--- config.mk ---
export PLATFORM = sky130hd
export DESIGN_NAME = vmask_feed
export DESIGN_NICKNAME = d
export VERILOG_FILES = /design/src/rtl/vmask_feed.sv
export SDC_FILE = /design/constraint.sdc
export NUM_CORES = 1
export LEC_CHECK = 0
export CAP_MARGIN = 25
export CORE_MARGIN = 4
export CORE_UTILIZATION = 25
export CTS_CLUSTER_SIZE = 25
export DETAILED_ROUTE_END_ITERATION = 10
export SLEW_MARGIN = 10
export SYNTH_ARGS = -nofsm -noshare
export SYNTH_HDL_FRONTEND = slang
export SYNTH_SLANG_ARGS = --single-unit
--- constraint.sdc ---
create_clock -name clk -period 5.1 [get_ports clk]
set_input_delay 0.51 -clock clk [delete_from_list [all_inputs] [get_ports clk]]
set_output_delay 0.51 -clock clk [all_outputs]
set_load 0.005 [all_outputs]
--- src/rtl/vmask_feed.sv ---
// vmask_feed: mask-word sequencer feeding the vector find-first-set stage.
// Reads ceil(vl/REQ_DATA_WIDTH) mask words from the VRF and clears tail bits
// at or beyond vl. Each word is streamed out with its index and an end flag.
// After the last word the block holds off new requests for DRAIN_CYCLES
// cycles so the downstream pipeline can empty.
// Optional feature macro: VMASK_FEED_V0_EN. When it is defined, words of a
// masked request are ANDed with the matching v0 word.
// Requires DRAIN_CYCLES >= 1.
module vmask_feed #(
    parameter int REQ_DATA_WIDTH  = 64,
    parameter int DATA_WIDTH_BITS = 6,
    parameter int IDX_BITS        = 10,
    parameter int REQ_ADDR_WIDTH  = 32,
    parameter int VRF_ADDR_WIDTH  = 10,
    parameter int DRAIN_CYCLES    = 6
) (
    input  logic                                clk,
    input  logic                                rst,
    input  logic                                req_valid,
    output logic                                req_ready,
    input  logic [IDX_BITS+DATA_WIDTH_BITS:0]   req_vl,
    input  logic [VRF_ADDR_WIDTH-1:0]           req_src,
    input  logic [REQ_ADDR_WIDTH-1:0]           req_dst,
    input  logic                                req_masked,
    output logic                                rd_en,
    output logic [VRF_ADDR_WIDTH-1:0]           rd_addr,
    input  logic [REQ_DATA_WIDTH-1:0]           rd_data,
    input  logic [REQ_DATA_WIDTH-1:0]           rd_v0_data,
    output logic [REQ_DATA_WIDTH-1:0]           out_m0,
    output logic                                out_valid,
    output logic [IDX_BITS-1:0]                 out_start_idx,
    output logic                                out_end,
    output logic [REQ_ADDR_WIDTH-1:0]           out_addr
);

    localparam int VL_W = IDX_BITS + DATA_WIDTH_BITS + 1;
    localparam int NW_W = IDX_BITS + 1;
    localparam int DCW  = $clog2(DRAIN_CYCLES + 1);

    // Largest legal vector length; anything above it is clamped.
    localparam logic [VL_W-1:0] VL_MAX = {1'b1, {(VL_W-1){1'b0}}};

    localparam logic [1:0] S_IDLE  = 2'd0;
    localparam logic [1:0] S_READ  = 2'd1;
    localparam logic [1:0] S_DRAIN = 2'd2;

    logic [1:0]                 state;
    logic [VL_W-1:0]            vl_c;
    logic [NW_W-1:0]            nwords_in;
    logic [NW_W-1:0]            nwords_q;
    logic [DATA_WIDTH_BITS-1:0] rem_q;
    logic [VRF_ADDR_WIDTH-1:0]  src_q;
    logic [REQ_ADDR_WIDTH-1:0]  dst_q;
    logic                       masked_q;
    logic [IDX_BITS-1:0]        rd_idx;
    logic                       rd_last;
    logic [DCW-1:0]             drain_cnt;
    logic                       accept;
    logic                       zero_issue;

    // Read-data stage: marks the cycle in which rd_data belongs to us.
    logic                       rd_pend;
    logic [IDX_BITS-1:0]        p_idx;
    logic                       p_last;

    logic [REQ_DATA_WIDTH-1:0]  v0_term;
    logic [REQ_DATA_WIDTH-1:0]  tail_keep;
    logic [REQ_DATA_WIDTH-1:0]  word;

    assign vl_c      = (req_vl > VL_MAX) ? VL_MAX : req_vl;
    // Ceiling divide without a wide adder: whole words plus one for any remainder.
    assign nwords_in = vl_c[VL_W-1:DATA_WIDTH_BITS]
                     + NW_W'(|vl_c[DATA_WIDTH_BITS-1:0]);

    // Ready is gated by rst so it reads 0 during the reset cycle itself.
    assign req_ready  = rst & (state == S_IDLE);
    assign accept     = req_valid & req_ready;
    assign zero_issue = accept & (nwords_in == '0);

    assign rd_en   = (state == S_READ);
    assign rd_addr = src_q + VRF_ADDR_WIDTH'(rd_idx);
    assign rd_last = ({1'b0, rd_idx} == (nwords_q - NW_W'(1)));

`ifdef VMASK_FEED_V0_EN
    assign v0_term = masked_q ? rd_v0_data : '1;
`else
    // The v0 path is compiled out; the ports are kept so both builds share a footprint.
    logic v0_unused;
    assign v0_term   = '1;
    assign v0_unused = ^{masked_q, rd_v0_data};
`endif

    // Only the final word of a request with a partial last word loses its upper bits.
    assign tail_keep = (p_last && (rem_q != '0)) ? ~({REQ_DATA_WIDTH{1'b1}} << rem_q) : '1;
    assign word      = rd_data & v0_term & tail_keep;

    // Control FSM: request capture, read sequencing and post-request drain.
    always_ff @(posedge clk) begin
        if (!rst) begin
            state     <= S_IDLE;
            nwords_q  <= '0;
            rem_q     <= '0;
            src_q     <= '0;
            dst_q     <= '0;
            masked_q  <= 1'b0;
            rd_idx    <= '0;
            drain_cnt <= '0;
        end else begin
            case (state)
                S_IDLE: begin
                    if (accept) begin
                        nwords_q  <= nwords_in;
                        rem_q     <= vl_c[DATA_WIDTH_BITS-1:0];
                        src_q     <= req_src;
                        dst_q     <= req_dst;
                        masked_q  <= req_masked;
                        rd_idx    <= '0;
                        drain_cnt <= '0;
                        // vl=0 issues its single empty word directly and skips reading.
                        state     <= (nwords_in == '0) ? S_DRAIN : S_READ;
                    end
                end
                S_READ: begin
                    rd_idx <= rd_idx + IDX_BITS'(1);
                    if (rd_last) state <= S_DRAIN;
                end
                S_DRAIN: begin
                    // The hold-off is counted from the cycle in which out_end is visible.
                    if (out_end)
                        drain_cnt <= DCW'(1);
                    else if (drain_cnt != '0)
                        drain_cnt <= drain_cnt + DCW'(1);
                    if (drain_cnt == DCW'(DRAIN_CYCLES)) state <= S_IDLE;
                end
                default: state <= S_IDLE;
            endcase
        end
    end

    // Datapath: tag the returning read, then register the processed word.
    always_ff @(posedge clk) begin
        if (!rst) begin
            rd_pend       <= 1'b0;
            p_idx         <= '0;
            p_last        <= 1'b0;
            out_valid     <= 1'b0;
            out_m0        <= '0;
            out_start_idx <= '0;
            out_end       <= 1'b0;
            out_addr      <= '0;
        end else begin
            rd_pend       <= rd_en;
            p_idx         <= rd_idx;
            p_last        <= rd_en & rd_last;
            out_valid     <= rd_pend | zero_issue;
            out_m0        <= rd_pend ? word : '0;
            out_start_idx <= rd_pend ? p_idx : '0;
            out_end       <= rd_pend ? p_last : zero_issue;
            out_addr      <= rd_pend ? dst_q : (zero_issue ? req_dst : '0);
        end
    end

endmodule
**Word-level counts from Yosys, hierarchy flattened**

Index checks and enable logic that the tools add are counted.
W data, S select, Z words.

- $add $sub $neg: 5
- Bitwise logic cells: 7
- Equality and inequality tests: 8
- Reduce and logical (&&, ||, !) cells: 13
- Div/mod/pow operators: 0
- $mul: 0
- Magnitude comparators: 1
- Shift operators: 1
- Muxes and demuxes: 16

Operators with widths:

| operator | number |
|---|---|
| $and A64 B64 Y64 | 1 |
| $mux W32 | 2 |
| $mux W64 | 1 |
| $not A64 Y64 | 1 |
| $shl A64 B6 Y64 const A | 1 |
| $pmux W10 S2 | 1 |
| $gt A17 B17 Y1 const B | 1 |
| $mux W17 | 1 |
| $add A11 B1 Y11 | 1 |
| $eq A10 B11 Y1 | 1 |
| $logic_not A11 Y1 | 1 |
| $sub A11 B1 Y11 const B | 1 |
| $add A10 B1 Y10 const B | 1 |
| $add A10 B10 Y10 | 1 |
| $mux W10 | 1 |
| $mux W3 | 3 |
| $mux W2 | 4 |
| $pmux W2 S3 | 1 |
| $pmux W3 S2 | 1 |
| $reduce_and A2 Y1 | 3 |
| $reduce_and A3 Y1 | 2 |
| $reduce_bool A6 Y1 | 1 |
| $reduce_or A6 Y1 | 1 |
| $and A1 B1 Y1 | 4 |
| 13 further kinds | 15 |

- Output and inout port bits: 120
- Logic and storage cells: 66
- Memories kept: 0
- Memory bits (read-only): 0
- Latch bits: 0
- Bits of input ports: 191
- Register bits: 194
- RAM bits: 0

**Depth between registers and ports, before layout**

- Depth after elaboration: 8
- Gate-level depth with buffers: 11
- Gate-level depth less buffers: 10

**Worst setup path before layout**

Ideal clock, no wire load.

- Kind: in2reg
- Start: in req_vl[16]
- End: reg out_addr[10]
- Setup time: 0.059 ns
- Data required time: 5.041 ns
- Buffers on the path: 2
- Path slack: 2.337 ns
- Stages on the path: 11
- Arrival: 2.705 ns
- Cell sequence: clkbuf_1 -> a21oi_1 -> ha_1 -> ha_1 -> nand2b_1 -> or4_4 -> mux2i_1 -> nand3_1 -> nor4b_4 -> buf_4 -> a22o_1

- Longest elaborated chain between the ends: 8

RTL lines:

| item | RTL line | source |
|---|---|---|
| start: declaration | 21 | `input logic [IDX_BITS+DATA_WIDTH_BITS:0] req_vl,` |
| $gt A17 B17 Y1 | 70 | `assign vl_c = (req_vl > VL_MAX) ? VL_MAX : req_vl;` |
| $mux W17 (*) | 70 |  |
| $reduce_or A6 Y1 | 73 | `+ NW_W'(\|vl_c[DATA_WIDTH_BITS-1:0]);` |
| $add A11 B1 Y11 (*) | 73 |  |
| $logic_not A11 Y1 (*) | 78 | `assign zero_issue = accept & (nwords_in == '0);` |
| $and A1 B1 Y1 (*) | 78 |  |
| $mux W32 (*) (2 in series) | 159 | `out_addr <= rd_pend ? dst_q : (zero_issue ? req_dst : '0);` |
| end signal: assignment | 159 |  |
| end: declaration | 33 | `output logic [REQ_ADDR_WIDTH-1:0] out_addr` |

Mark *: on every way between the ends. The rest lies on a longest branch, timed or not.
A chain may end at the register's enable or synchronous reset.

**Worst setup path after layout**

- Start: reg rd_idx[1]
- End: out rd_addr[9]

- Longest elaborated chain between the ends: 1

RTL lines:

| item | RTL line | source |
|---|---|---|
| start: declaration | 55 | `logic [IDX_BITS-1:0] rd_idx;` |
| start signal: assignment | 124 | `rd_idx <= rd_idx + IDX_BITS'(1);` |
| $add A10 B10 Y10 | 81 | `assign rd_addr = src_q + VRF_ADDR_WIDTH'(rd_idx);` |
| end: declaration | 26 | `output logic [VRF_ADDR_WIDTH-1:0] rd_addr,` |

Every way passes these cells.

==> run metrics <==
Fin Setup TNS=0 ns; register area share after synthesis=0.494; RSZ-0062 raised after global routing=no; P_leak=roughly 4.6 nW; PwrDens=300 nW/um^2; WL final=between 20000 and 25000 um; post-cts gate resize count=0; worst hold path type=flip-flop to flip-flop; # setup viols final=0; min setup slack post-route=between 1 and 1.5 ns; CP Depth=8; die height=about 190 um; pre-CTS setup slack=1.23 ns; Syn Area/Cell=8.71 sq um; Area Overhead vs Synth=42.3%; drt pass-1 iters=6; Crit-path slowest cell=clkdlybuf4s50_1; met3 usage=0.0469; Peak VDD IR=approximately 0.2 mV; R2R depth=6; # Max-Cap Violations=0; most common cell in the netlist=dfxtp_1; first-pass GRT wire length=38200 um; Fmax=roughly 270 MHz; Clk pin slew, worst setup/hold paths=about 0.08 ns; vias per cell=between 4 and 5; Critical Path, Cell by Cell=ha_1, a21o_1, a21oi_1, o21ai_0, or4_1, and3_1, a211oi_1, clkdlybuf4s50_1; Clock Path Buffers=2; CTS tree=done; Cell Area, Synth=between 7000 and 8000 sq um; gr ovfl total=0; total track usage=0.140; DP Wirelength=between 15000 and 20000 um; Synth Register Bits=approximately 190; biggest area consumer among synthesized cells=dfxtp_1; CTS Buf Count=17; number of port buffers=~250; final slew viol count=0; GPL Wtd Cong=0.820; synth top area cells=dfxtp_1, nand2_1, nand3_1, a22o_1, a21oi_1; diode count=0; top_reg_cell synth=dfxtp_1; Ports=approximately 310; number of remaining DRC errors=0; post-CTS setup repair buffer count=0; async set-reset flop share out of synthesis=0; core region area=approximately 31000 sq um; area of the die=approximately 34000 sq um; detailed-route via count=about 7100; routed length per instance=between 15 and 20 um; Routed Antenna Nets=0; Synth top area share=0.494; outcome=completed; Ys Warns=0; Tmin final=around 3.7 ns; Setup Crit Path Kind=flip-flop to output pin; Syn Inst Count=roughly 900; CP endpoint kind=output pin; met1 Use GR=0.175; CP max FO=7; 1st-iter DRT viols=313; count of cell types in the netlist=59; Hold Fails Final Rpt=0; worst path arrival time=between 3 and 4 ns; clk_lat worst skew=~0.44 ns; Clock Skews=between 0.015 and 0.02 ns; Worst Tran Pin Value=just over 1 ns; CP bufs+invs=1; vias in the first global route=between 7000 and 8000; # clock sinks=between 150 and 200; fillers=roughly 3200; Cell Rows=64; Hold Path Stages=2; Post-Syn Nets=about 1100; NumNets Final=~1300; count of hold-fix buffers inserted at cts=0; Largest stage delay, worst path=between 0.5 and 0.6 ns; EDFF count, synth=0; CP Launch Type=flip-flop; layout cell share with drive strength beyond 1=0.0505; Post-synth top cells=dfxtp_1, nand2_1, nand3_1, a21oi_1, nor2_1; largest net degree at the start of global routing=97; fin crit share=0.720; Slew headroom=0.307; CTS root buf=clkbuf_16; required time of the critical path=between 4 and 5 ns; GRT busiest layer=met2; initial antenna violation count=0; Die X=185 um; Initial Utilization=0.255; H-Tree Depth=4; CP top delay family=compound AO/OA/AOI/OAI gates; met2 usage=0.232
==> registers in the layout, indices dropped and copies added (netlist names) <==
name           count
rd_idx            10
out_start_idx     10
out_addr          32
rem_q              6
out_end            1
out_m0            64
p_idx             10
src_q             10
nwords_q          11
out_valid          1
p_last             1
state              2
rd_pend            1
dst_q             32
drain_cnt          3
==> final timing paths <==
check        startpoint          to  slack, ns
max           rd_idx[1]  rd_addr[9]       1.43
min            dst_q[5]    dst_q[5]       0.46
max reg2reg    rem_q[3]  out_m0[52]       1.84
min reg2reg    dst_q[5]    dst_q[5]       0.46
==> worst register-to-register path, stage by stage, from the launching register on <==
cell and delay [ns]:
dfxtp_1 0.54, nor3_1 0.87, nand2_1 0.25, and3_1 0.56, nor2_1 0.69, nand2_1 0.12, a21oi_1 0.14
==> logic make-up (layout without fill, tap and decap cells) <==
family	count (synthesis)	count (layout)	synth area share
xor+xnor	24	24	0.0267
compound gates	173	173	0.149
flops	194	194	0.494
buf+inv	76	302	0.0425
fa+ha+maj	17	17	0.0280
simple gates	411	411	0.251
mux	7	7	0.00892
==> layer usage <==
layer / vias up / part of all wire / wire length, um
li1: 3548 / - / -
met1: 3345 / 0.45 / 11300
met2: 213 / 0.46 / 11400
met3: 21 / 0.079 / 1960
met4: 0 / 0.012 / 301
met5: - / 0 / 0
==> stage by stage <==
stage | hold slack (ns) | power (mW) | instances | area, sq um | utilization
4_1_cts | 0.461 | 3.40 | 1524 | 11200 | 0.363
2_1_floorplan | 0.434 | 1.83 | 902 | 7860 | -
3_5_place_dp | 0.448 | 2.05 | 1492 | 10600 | 0.344
3_3_place_gp | 0.441 | 2.05 | 1492 | 10600 | 0.344
5_1_grt | 0.478 | 3.50 | 1524 | 11200 | 0.363
6_report | 0.456 | 3.35 | 1524 | 11200 | 0.363
==> cells in the final DEF, fill, tap and decap left out, types with 3 or more instances in the layout <==
master	netlist	final
nand2b_1	5	5
a21o_1	5	5
inv_8	0	5
buf_4	3	9
ha_1	16	16
nor2b_1	7	7
a22o_1	32	32
o211a_1	9	9
a31oi_1	4	3
o31ai_1	6	6
nand2_1	176	175
o311a_1	4	4
and2_1	21	20
a21oi_1	51	51
xor2_1	11	11
or4_1	7	7
o21ai_0	41	40
clkdlybuf4s50_1	0	244
and3_1	32	32
clkbuf_16	0	17
nor3_1	9	9
nand3_1	80	80
nor4_1	6	6
nand3b_1	5	5
inv_6	0	4
dfxtp_1	194	194
or2_2	5	5
xnor2_1	13	13
mux2i_1	7	7
nand4_1	4	4
nor2_1	42	42
nor3b_1	4	4
inv_1	15	15
==> report_power, final <==
group | total, mW | switching, mW | internal (mW) | leakage [nW]
registers | 1.62 | 0.0461 | 1.57 | 1.58
logic | 0.396 | 0.185 | 0.210 | 2.73
clock network | 1.34 | 0.671 | 0.667 | 0.284
total | 3.35 | 0.902 | 2.45 | 4.59
==> final cells by class <==
cell class,instances,area [sq um],area share
flip-flops and latches,194,3880,0.347
multi-input cells,632,3650,0.327
repair buffers,253,2510,0.224
clock inverters,14,138,0.0123
clock buffers,18,439,0.0393
well taps,396,495,0.0443
inverters,17,63.8,0.00571
Power figures use the tool's default switching activity.
